## src/rtl/adc_seq.sv

```systemverilog
// Round-robin ADC sequencer: arbitrates four request channels onto one ADC,
// drives per-channel configuration, and hands back results with a timeout path.
module adc_seq #(
    parameter int unsigned SETUP_CYCLES   = 2,
    parameter int unsigned TIMEOUT_CYCLES = 1023
) (
    input  logic        clk,
    input  logic        rst_n,
    input  logic [3:0]  req_in,
    output logic [3:0]  grant_out,
    input  logic        cfg_wr_en,
    input  logic [2:0]  cfg_wr_addr,
    input  logic [15:0] cfg_wr_data,
    output logic [15:0] adc_config_1_out,
    output logic [15:0] adc_config_2_out,
    output logic        adc_start_out,
    input  logic        adc_finished_in,
    input  logic [15:0] adc_result_in,
    output logic        res_valid_out,
    output logic [1:0]  res_ch_out,
    output logic [15:0] res_data_out,
    output logic        res_timeout_out,
    input  logic        res_ack_in,
    output logic        busy_out,
    output logic        timeout_err_out,
    input  logic        err_clr_in
);

    localparam int unsigned CNT_MAX = (TIMEOUT_CYCLES > SETUP_CYCLES) ? TIMEOUT_CYCLES : SETUP_CYCLES;
    localparam int unsigned CW      = (CNT_MAX < 2) ? 1 : $clog2(CNT_MAX);
    localparam logic [CW-1:0] SETUP_LAST   = CW'((SETUP_CYCLES == 0) ? 0 : SETUP_CYCLES - 1);
    localparam logic [CW-1:0] TIMEOUT_LAST = CW'(TIMEOUT_CYCLES - 1);

    typedef enum logic [2:0] {
        IDLE,
        SETUP,
        START,
        WAIT,
        DELIVER
    } state_t;

    state_t        state;
    logic [CW-1:0] cnt;
    logic [1:0]    rr;
    logic [1:0]    grant_ch;
    logic [15:0]   cfg1_q [4];
    logic [15:0]   cfg2_q [4];
    logic [2:0]    fin_sync;
    logic          fin_rise;
    logic          pick_valid;
    logic [1:0]    pick_ch;
    logic [1:0]    cand;

    always_ff @(posedge clk or negedge rst_n) begin
        if (!rst_n) begin
            for (int unsigned i = 0; i < 4; i++) begin
                cfg1_q[i] <= '0;
                cfg2_q[i] <= '0;
            end
        end else if (cfg_wr_en) begin
            if (cfg_wr_addr[2])
                cfg2_q[cfg_wr_addr[1:0]] <= cfg_wr_data;
            else
                cfg1_q[cfg_wr_addr[1:0]] <= cfg_wr_data;
        end
    end

    // Two synchronizer stages plus one history flop for edge detection.
    always_ff @(posedge clk or negedge rst_n) begin
        if (!rst_n)
            fin_sync <= '0;
        else
            fin_sync <= {fin_sync[1:0], adc_finished_in};
    end

    assign fin_rise = fin_sync[1] & ~fin_sync[2];

    always_comb begin
        pick_valid = 1'b0;
        pick_ch    = '0;
        cand       = '0;
        for (int unsigned i = 0; i < 4; i++) begin
            cand = rr + 2'(i);
            if (!pick_valid && req_in[cand]) begin
                pick_valid = 1'b1;
                pick_ch    = cand;
            end
        end
    end

    always_ff @(posedge clk or negedge rst_n) begin
        if (!rst_n) begin
            state            <= IDLE;
            cnt              <= '0;
            rr               <= '0;
            grant_ch         <= '0;
            grant_out        <= '0;
            adc_config_1_out <= '0;
            adc_config_2_out <= '0;
            adc_start_out    <= 1'b0;
            res_valid_out    <= 1'b0;
            res_ch_out       <= '0;
            res_data_out     <= '0;
            res_timeout_out  <= 1'b0;
            busy_out         <= 1'b0;
            timeout_err_out  <= 1'b0;
        end else begin
            adc_start_out <= 1'b0;
            if (err_clr_in)
                timeout_err_out <= 1'b0;

            case (state)
                IDLE: begin
                    if (pick_valid) begin
                        grant_ch         <= pick_ch;
                        grant_out        <= 4'b0001 << pick_ch;
                        adc_config_1_out <= cfg1_q[pick_ch];
                        adc_config_2_out <= cfg2_q[pick_ch];
                        busy_out         <= 1'b1;
                        if (SETUP_CYCLES == 0) begin
                            state         <= START;
                            adc_start_out <= 1'b1;
                        end else begin
                            state <= SETUP;
                            cnt   <= SETUP_LAST;
                        end
                    end
                end
                SETUP: begin
                    if (cnt == '0) begin
                        state         <= START;
                        adc_start_out <= 1'b1;
                    end else begin
                        cnt <= cnt - 1'b1;
                    end
                end
                START: begin
                    state <= WAIT;
                    cnt   <= '0;
                end
                // Edges are only honoured here, so a level left high from
                // before the start pulse never completes a conversion.
                WAIT: begin
                    if (fin_rise) begin
                        res_data_out    <= adc_result_in;
                        res_timeout_out <= 1'b0;
                        res_valid_out   <= 1'b1;
                        res_ch_out      <= grant_ch;
                        state           <= DELIVER;
                    end else if (cnt == TIMEOUT_LAST) begin
                        res_data_out    <= 16'hFFFF;
                        res_timeout_out <= 1'b1;
                        res_valid_out   <= 1'b1;
                        res_ch_out      <= grant_ch;
                        timeout_err_out <= 1'b1;
                        state           <= DELIVER;
                    end else begin
                        cnt <= cnt + 1'b1;
                    end
                end
                DELIVER: begin
                    if (res_ack_in) begin
                        res_valid_out <= 1'b0;
                        grant_out     <= '0;
                        busy_out      <= 1'b0;
                        rr            <= grant_ch + 2'd1;
                        state         <= IDLE;
                    end
                end
                default: state <= IDLE;
            endcase
        end
    end

endmodule

```

## config.mk

```make
export PLATFORM = sky130hd
export DESIGN_NAME = adc_seq
export DESIGN_NICKNAME = d
export VERILOG_FILES = /design/src/rtl/adc_seq.sv
export SDC_FILE = /design/constraint.sdc
export NUM_CORES = 1
export LEC_CHECK = 0
export CORE_MARGIN = 1
export CORE_UTILIZATION = 33
export CTS_BUF_LIST = sky130_fd_sc_hd__clkbuf_8
export DETAILED_ROUTE_END_ITERATION = 6
export SYNTH_ARGS = -nofsm -noshare
export SYNTH_HDL_FRONTEND = slang
export SYNTH_SLANG_ARGS = --single-unit
```

## constraint.sdc

```tcl
create_clock -name clk -period 2.7 [get_ports clk]
set_clock_uncertainty 0.05 [all_clocks]
set_input_delay 0.54 -clock clk [delete_from_list [all_inputs] [get_ports clk]]
set_output_delay 0.54 -clock clk [all_outputs]
set_load 0.02 [all_outputs]
```

After elaboration in Yosys (flattened, before gate mapping)
Index checks and enable logic that the tools add are counted.

Logic and storage cells: 133. Input bits: 45. Output and inout port bits: 59. Register bits: 207.

Equal/unequal tests: 12. $add $sub $neg: 6. $lt $le $gt $ge: 7. Reductions and logical operators: 22. Shifts and indexed selects: 1. Bitwise logic cells: 5. Muxes and demuxes: 57.

Operators by type and width (number): bitwise mux 64 bit (2); 2-to-1 mux 16 bit (7); binary-select mux 16 bit (select 2 bit) (2); 2-to-1 mux 10 bit (4); case mux 10 bit (4 select lines) (1); demux 16 bit (select 2 bit) (1); 2-to-1 mux 1 bit (19); 2-to-1 mux 3 bit (5); case mux 3 bit (5 select lines) (1); less-than comparator 2 x 3 -> 1 bit (second input constant) (4); 2-to-1 mux 2 bit (6); != test 2 bit (second input constant) (6); adder 10 x 1 -> 10 bit (second input constant) (1); == test 10 bit (second input constant) (1); zero test 10 bit (1); AND reduction 2 bit (5); subtractor 10 x 1 -> 10 bit (second input constant) (1); binary-select mux 1 bit (select 2 bit) (4); 2-to-1 mux 4 bit (2); case mux 4 bit (2 select lines) (1); == test 3 x 2 -> 1 bit (second input constant) (2); >= comparator 3 bit (second input constant) (2); NOT 2 -> 3 bit (2); AND reduction 3 bit (2); 17 further kinds (28).

Depth between registers and ports, before layout
Gate-level depths: netlist (run 1).

Word-level depth: 16. Mapped depth: 10. Gate-level depth less buffers: 9.

Worst setup path before layout (run 1)
Ideal clock, no wire load.

Path type: flip-flop to flip-flop. Start: reg state[2]. End: reg cnt[8]. Arrival: 2.323 ns. Library setup time: 0.122 ns. Slack: 0.205 ns. Clock period less this slack: 2.495 ns. Stages on the path, launching flop included: 9. Path through: dfrtp_1 nand3b_2 ha_1 nor2b_1 o21a_1 o21ai_0 a21oi_1 or3_1 a32o_1.

Longest elaborated chain between the ends: 3.

RTL lines: start, declared (RTL line 42) `state_t state;`; start signal, assigned (RTL line 93) `state <= IDLE;`; start signal, assigned (RTL line 121) `state <= START;`; start signal, assigned (RTL line 124) `state <= SETUP;`; == test 3 x 2 -> 1 bit, or another cell as far along (RTL line 112) `case (state)`; nonzero test 4 bit (no source line) or != test 2 bit (tied branches); AND reduction 5 bit (no source line); end signal, assigned (RTL line 134) `cnt <= cnt - 1'b1;`; end signal, assigned (RTL line 158) `cnt <= cnt + 1'b1;`; end, declared (RTL line 43) `logic [CW-1:0] cnt;`.

Parallel ways exist; a longest one is shown, timed or not. A chain may end at the register's enable or synchronous reset.

Worst setup path after layout (run 1)
Ends and elaborated chain as after synthesis.

==> run metrics, run 1 <==
top cells by area, synth=dfrtp_1 (56%), mux2_2 (20%), mux2i_1 (7.0%); initial DRC count=234; Worst Hold Class=flop to flop; vias in the first global route=6306; Nets=918; fmax=403 MHz; Post-Syn Area=0.00930 mm2; Reg-to-Reg Start=state[2]; Critical Path End Type=flop; CTS H-tree depth=2; R2R setup slack=220 ps; Critical Path Fanout Max=9; Reg2Reg Depth=8; io pins=104; IR drop worst, VDD=0.000486 V; GR Util All Layers=14.9%; most numerous cell in the Yosys netlist=dfrtp_1; TNS Setup=0 ps; final core utilization=42.3%; DRT Pass-1 Iters=4; Setup CP Type=flop to flop; Req. time, crit path=3060 ps; max-cap check violation count=0; Avg Inst Size Synth=12.8 um2; fraction of layout cells with a size suffix above 1=29.3%; clk_lat worst skew=540 ps; TritonCTS Buffers=38; post-DP HPWL=13200 um; Worst Hold Launch=fin_sync[0]; Mapped Cells=727; Finished Layout Cells=1264; worst relative slew slack=49.6%; Tcrit/Tclk final=91.9%; core box area=0.0278 mm2; min Tclk post-route=2480 ps; Global Route met3 Usage=3.35%; DR DRC count=0; fin. max-slew vios=0; Placed Instances=1200; CP Data Arrival Time=2840 ps; top post-synthesis cells by count=dfrtp_1 (207), mux2_2 (162), mux2i_1 (65); CTS max path bufs=3; Rows=61; EDFF count, synth=0; synthesized flop and latch total=207; # clock sinks=207; Placer Congestion=0.788; Area Growth Syn to Fin=26.4%; die area=0.0289 mm2; Die X-Extent=170 um; post-CTS setup buffers=0; Final Hold Viols=0; final setup fails=0; Pwr Total=12.4 mW; post-synth top area share=55.7%; status=finished, final reports clean; largest net degree at the start of global routing=67; ys async rst share=100%; Hold Path End=fin_sync[1]; port buffer count=103; Hold WS=306 ps; Worst Tran Pin Value=756 ps; Top FF cell, synth=dfrtp_1; grt total ovfl=0; synth unique cells=55; Die H=170 um; remaining antenna violation count after routing=0; Initial Util=33.5%; via count=6052; Synth area leader=dfrtp_1; CTS tree=done; root buffer cell=clkbuf_8; Reg-to-Reg End=cnt[8]; M1 GR Usage=20.1%; CP startpoint kind=flop; sequential element share of the synthesized area=55.7%; gr busiest metal=met2; wire per inst=16.5 um; initial antenna violation count=1; Yosys warnings=0; met2 usage=23.5%; PwrDens=1060 mW/mm2; n_diodes=0; mean number of vias per cell=4.79; first-pass GRT wire length=33800 um; unrepaired setup endpoints after global routing=false; WL final=20800 um; Post-Synthesis Net Count=782; Reg clk slew, reported paths=60 ps; P_leak=5.22 nW; Hold Path Depth=0
[sequential cells by signal (all words and copies together) (netlist names)]
name,cells
adc_start_out,1
cfg2_q,64
adc_config_1_out,16
res_data_out,16
res_timeout_out,1
timeout_err_out,1
res_valid_out,1
res_ch_out,2
busy_out,1
fin_sync,3
adc_config_2_out,16
cfg1_q,64
grant_out,4
cnt,10
grant_ch,2
rr,2
state,3
[area by class of cell]
cell class | instances | area, um2
flip-flops and latches | 207 | 5180
clock buffers | 44 | 606
repair buffers | 134 | 1380
well taps | 378 | 473
inverters | 12 | 45.0
fillers | 2688 | 16000
multi-input cells | 470 | 3930
clock inverters | 19 | 141
[worst max-delay path by stage]
| stage | from | endpoint | slack [ps] |
|---|---|---|---|
| after floorplan | state[2] | cnt[8] | 200 |
| after global placement | req_in[0] | adc_config_2_out[9] | 100 |
| after detailed placement | state[2] | cnt[9] | 50 |
| after CTS | state[2] | cnt[9] | 60 |
| after global routing | state[2] | cnt[8] | 60 |
| final | state[2] | cnt[8] | 220 |
[critical path, cell delays in order, from the launching register on]
cell,delay [ps]
dfrtp_1,370
nand3b_2,350
ha_1,360
nor2b_1,130
o21a_1,180
o21ai_1,250
a21oi_1,130
or3_1,320
a32o_1,250
[layer usage]
| layer | up-vias | part of all wire, % |
|---|---|---|
| met3 | 44 | 5.3 |
| met4 | 0 | 2.4 |
| met1 | 3000 | 48 |
| li1 | 2868 | - |
| met5 | - | 0 |
| met2 | 140 | 44 |
[kinds of logic after synthesis]
group / after synthesis / synth area share, %
multiplexers: 227 / 26.6
flip-flops: 207 / 55.7
AND/OR/NAND/NOR: 126 / 6.74
AO/OA/AOI/OAI: 103 / 6.75
buffers and inverters: 50 / 2.42
adder cells (fa/ha/maj): 10 / 1.43
XOR/XNOR: 4 / 0.377
[cell usage in the layout (no fill, tap or decap), types with 2 or more instances in the layout]
master	count
dfrtp_1	207
mux2_2	162
clkdlybuf4s50_1	102
mux2i_1	65
nand2_1	51
o21ai_0	46
clkbuf_8	45
nor2_1	38
inv_1	23
a21oi_1	23
buf_4	21
ha_1	9
buf_12	9
nand4b_1	4
o21a_1	4
nor2b_1	3
nand2b_1	3
nor3_1	3
or3_1	3
a32o_1	3
o31ai_1	3
and2_1	3
clkinvlp_4	3
nand4_1	2
o22ai_1	2
a21o_1	2
a211o_1	2
nor4_1	2
nor3_2	2
o21ai_1	2
a31oi_1	2
xnor2_1	2
xor2_1	2
nor3b_2	2
a22o_1	2
bufinv_16	2
[power breakdown]
group,total (mW),switching (mW),leakage (nW),internal (mW)
logic,4.85,2.39,2.30,2.46
clock network,2.94,1.27,0.417,1.67
registers,4.64,0.583,2.50,4.05
total,12.4,4.24,5.22,8.18
[timing repair]
action	CTS	global route
hold buffers	1	0
gates resized for setup	0	3
setup endpoints to repair	0	3
hold endpoints to repair	43	0
[through the flow]
step,setup slack (ps),instance area (um2)
final,220,11800
after global routing,57.0,11800
after CTS,58.9,11800
after detailed placement,54.1,11000
after global placement,99.4,11000
after floorplan,205,9300
(Power assumes the default switching activity.)
==> run 2, diff against run 1 <==
--- a/config.mk
+++ b/config.mk
@@ -5,6 +5,7 @@
 export SDC_FILE = /design/constraint.sdc
 export NUM_CORES = 1
 export LEC_CHECK = 0
+export ABC_AREA = 0
 export CORE_MARGIN = 1
 export CORE_UTILIZATION = 33
 export CTS_BUF_LIST = sky130_fd_sc_hd__clkbuf_8
==> constraint.sdc (replaced) <==
create_clock -name clk -period 2.47 [get_ports clk]
set_clock_uncertainty 0.05 [all_clocks]
set_input_delay 0.494 -clock clk [delete_from_list [all_inputs] [get_ports clk]]
set_output_delay 0.494 -clock clk [all_outputs]
set_load 0.02 [all_outputs]
==> run metrics, run 2 (synthesized netlist as in run 1, its figures left out) <==
Die X-Extent=170 um (unchanged); CTS tree=done; largest net degree at the start of global routing=65 (-3.0%); Req. time, crit path=2850 ps (-210 ps); unrepaired setup endpoints after global routing=true; fraction of layout cells with a size suffix above 1=30.6% (+1.2 points); initial DRC count=320 (+37%); final core utilization=42.9% (+0.61 points); PwrDens=1150 mW/mm2 (+9.0%); Setup CP Type=flop to flop; biggest regs=cfg1_q: 64 flops, cfg2_q: 64 flops; Worst Hold Class=flop to flop; core box area=0.0278 mm2 (unchanged); Reg2Reg Depth=9 (+1); PnR worst setup slack=139 ps (-80.7 ps); Area Growth Syn to Fin=28.2%; DR DRC count=0 (unchanged); fmax=429 MHz (+6.4%); min Tclk post-route=2330 ps (-149 ps); Rows=61 (unchanged); post-DP HPWL=13700 um (+3.7%); root buffer cell=clkbuf_8; post-CTS setup buffers=0 (unchanged); Hold WS=289 ps (-16.7 ps); Tcrit/Tclk final=94.4% (+2.5 points); max-cap check violation count=0 (unchanged); die area=0.0289 mm2 (unchanged); GR Util All Layers=15.3% (+0.36 points); wire per inst=16.7 um (+1.1%); Placer Congestion=0.733 (-7.0%); vias in the first global route=6259 (-0.75%); port buffer count=103 (unchanged); worst relative slew slack=51.9% (+2.3 points); CTS max path bufs=3 (unchanged); CTS H-tree depth=2 (unchanged); Nets=924 (+0.65%); Placed Instances=1207 (+0.58%); status=finished, final reports clean; via count=6105 (+0.88%); initial antenna violation count=0 (-1); CP startpoint kind=flop; pre-CTS WS=-153 ps (-207 ps); Reg clk slew, reported paths=60 ps (about the same); TritonCTS Buffers=37 (-2.6%); most common cell after layout, fill and taps aside=dfrtp_1; Die H=170 um (unchanged); WL final=21200 um (+1.7%); Pwr Total=13.7 mW (+11%); first-pass GRT wire length=34500 um (+2.2%); Final Hold Viols=0 (unchanged); P_leak=5.31 nW (+1.7%); Worst Tran Pin Value=722 ps (-34.3 ps); most frequent cells in the layout=dfrtp_1 (207), mux2_2 (162), clkdlybuf4s50_1 (102); Finished Layout Cells=1271 (+0.55%); remaining antenna violation count after routing=0 (unchanged); Critical Path Fanout Max=10 (+1); mean number of vias per cell=4.80 (+0.32%); fin. max-slew vios=0 (unchanged); Critical Path End Type=flop; final setup fails=0 (unchanged); grt total ovfl=0 (unchanged); CP Data Arrival Time=2710 ps (-130 ps); Initial Util=33.5% (unchanged); IR drop worst, VDD=0.000514 V (+5.7%); io pins=104 (unchanged); Hold Path Depth=0 (unchanged); # clock sinks=207 (unchanged); n_diodes=0 (unchanged); DRT Pass-1 Iters=4 (unchanged); clk_lat worst skew=530 ps (about the same)
## run 2: area by class of cell
type,instances,area [um2]
Clock buffer,45,619
Inverter,12,45.0
Multi-Input combinational cell,470,3960
Tap cell,378,473
Fill cell,2644,15900
Timing Repair Buffer,141,1510
Sequential cell,207,5180
Clock inverter,18,139
## run 2: per-stage QoR
stage / TNS, ps / area (um2)
floorplan: 0 / 9310
global placement: -2130 / 11100
detailed placement: -3320 / 11100
CTS: 0 / 11900
global route: -31.5 / 11900
finish: 0 / 11900
## run 2: timing repair
action                                 4_1_cts  5_1_grt
pin swaps                                    0        0
setup endpoints to repair                    1        3
endpoints found under the hold margin       56        0
resized for setup                            1        5
hold buffers                                 1        0
## run 2: power by group
group,internal [mW],switching [mW],total (mW)
clock,1.86,1.37,3.24
sequential,4.43,0.655,5.09
combinational,2.76,2.65,5.41
## run 2: final timing paths
kind	from	to	slack, ps
min in group asynchronous	rst_n	adc_config_2_out[6]	500
hold / removal	fin_sync[0]	fin_sync[1]	290
setup / recovery	state[2]	cnt[9]	140
max in group asynchronous	rst_n	cfg2_q[12]	1200
hold reg to reg	fin_sync[0]	fin_sync[1]	290
setup reg to reg	state[2]	cnt[9]	140
## run 2: metal layers
metal	vias to the layer above	global-route usage (%)	part of all wire, %
li1	2890	-	-
met1	3059	21.1	48
met2	126	24.0	45
met3	30	3.40	5.3
met4	0	4.03	1.5
met5	-	0	0
## run 2: worst max-delay path: stages (launching register included)
cell and delay, ps:
dfrtp_1 370, nand3b_4 250, ha_4 320, buf_4 110
o211ai_1 110, o211a_1 260, or3_1 360, o41ai_2 70
o21ai_0 150, a31oi_1 200
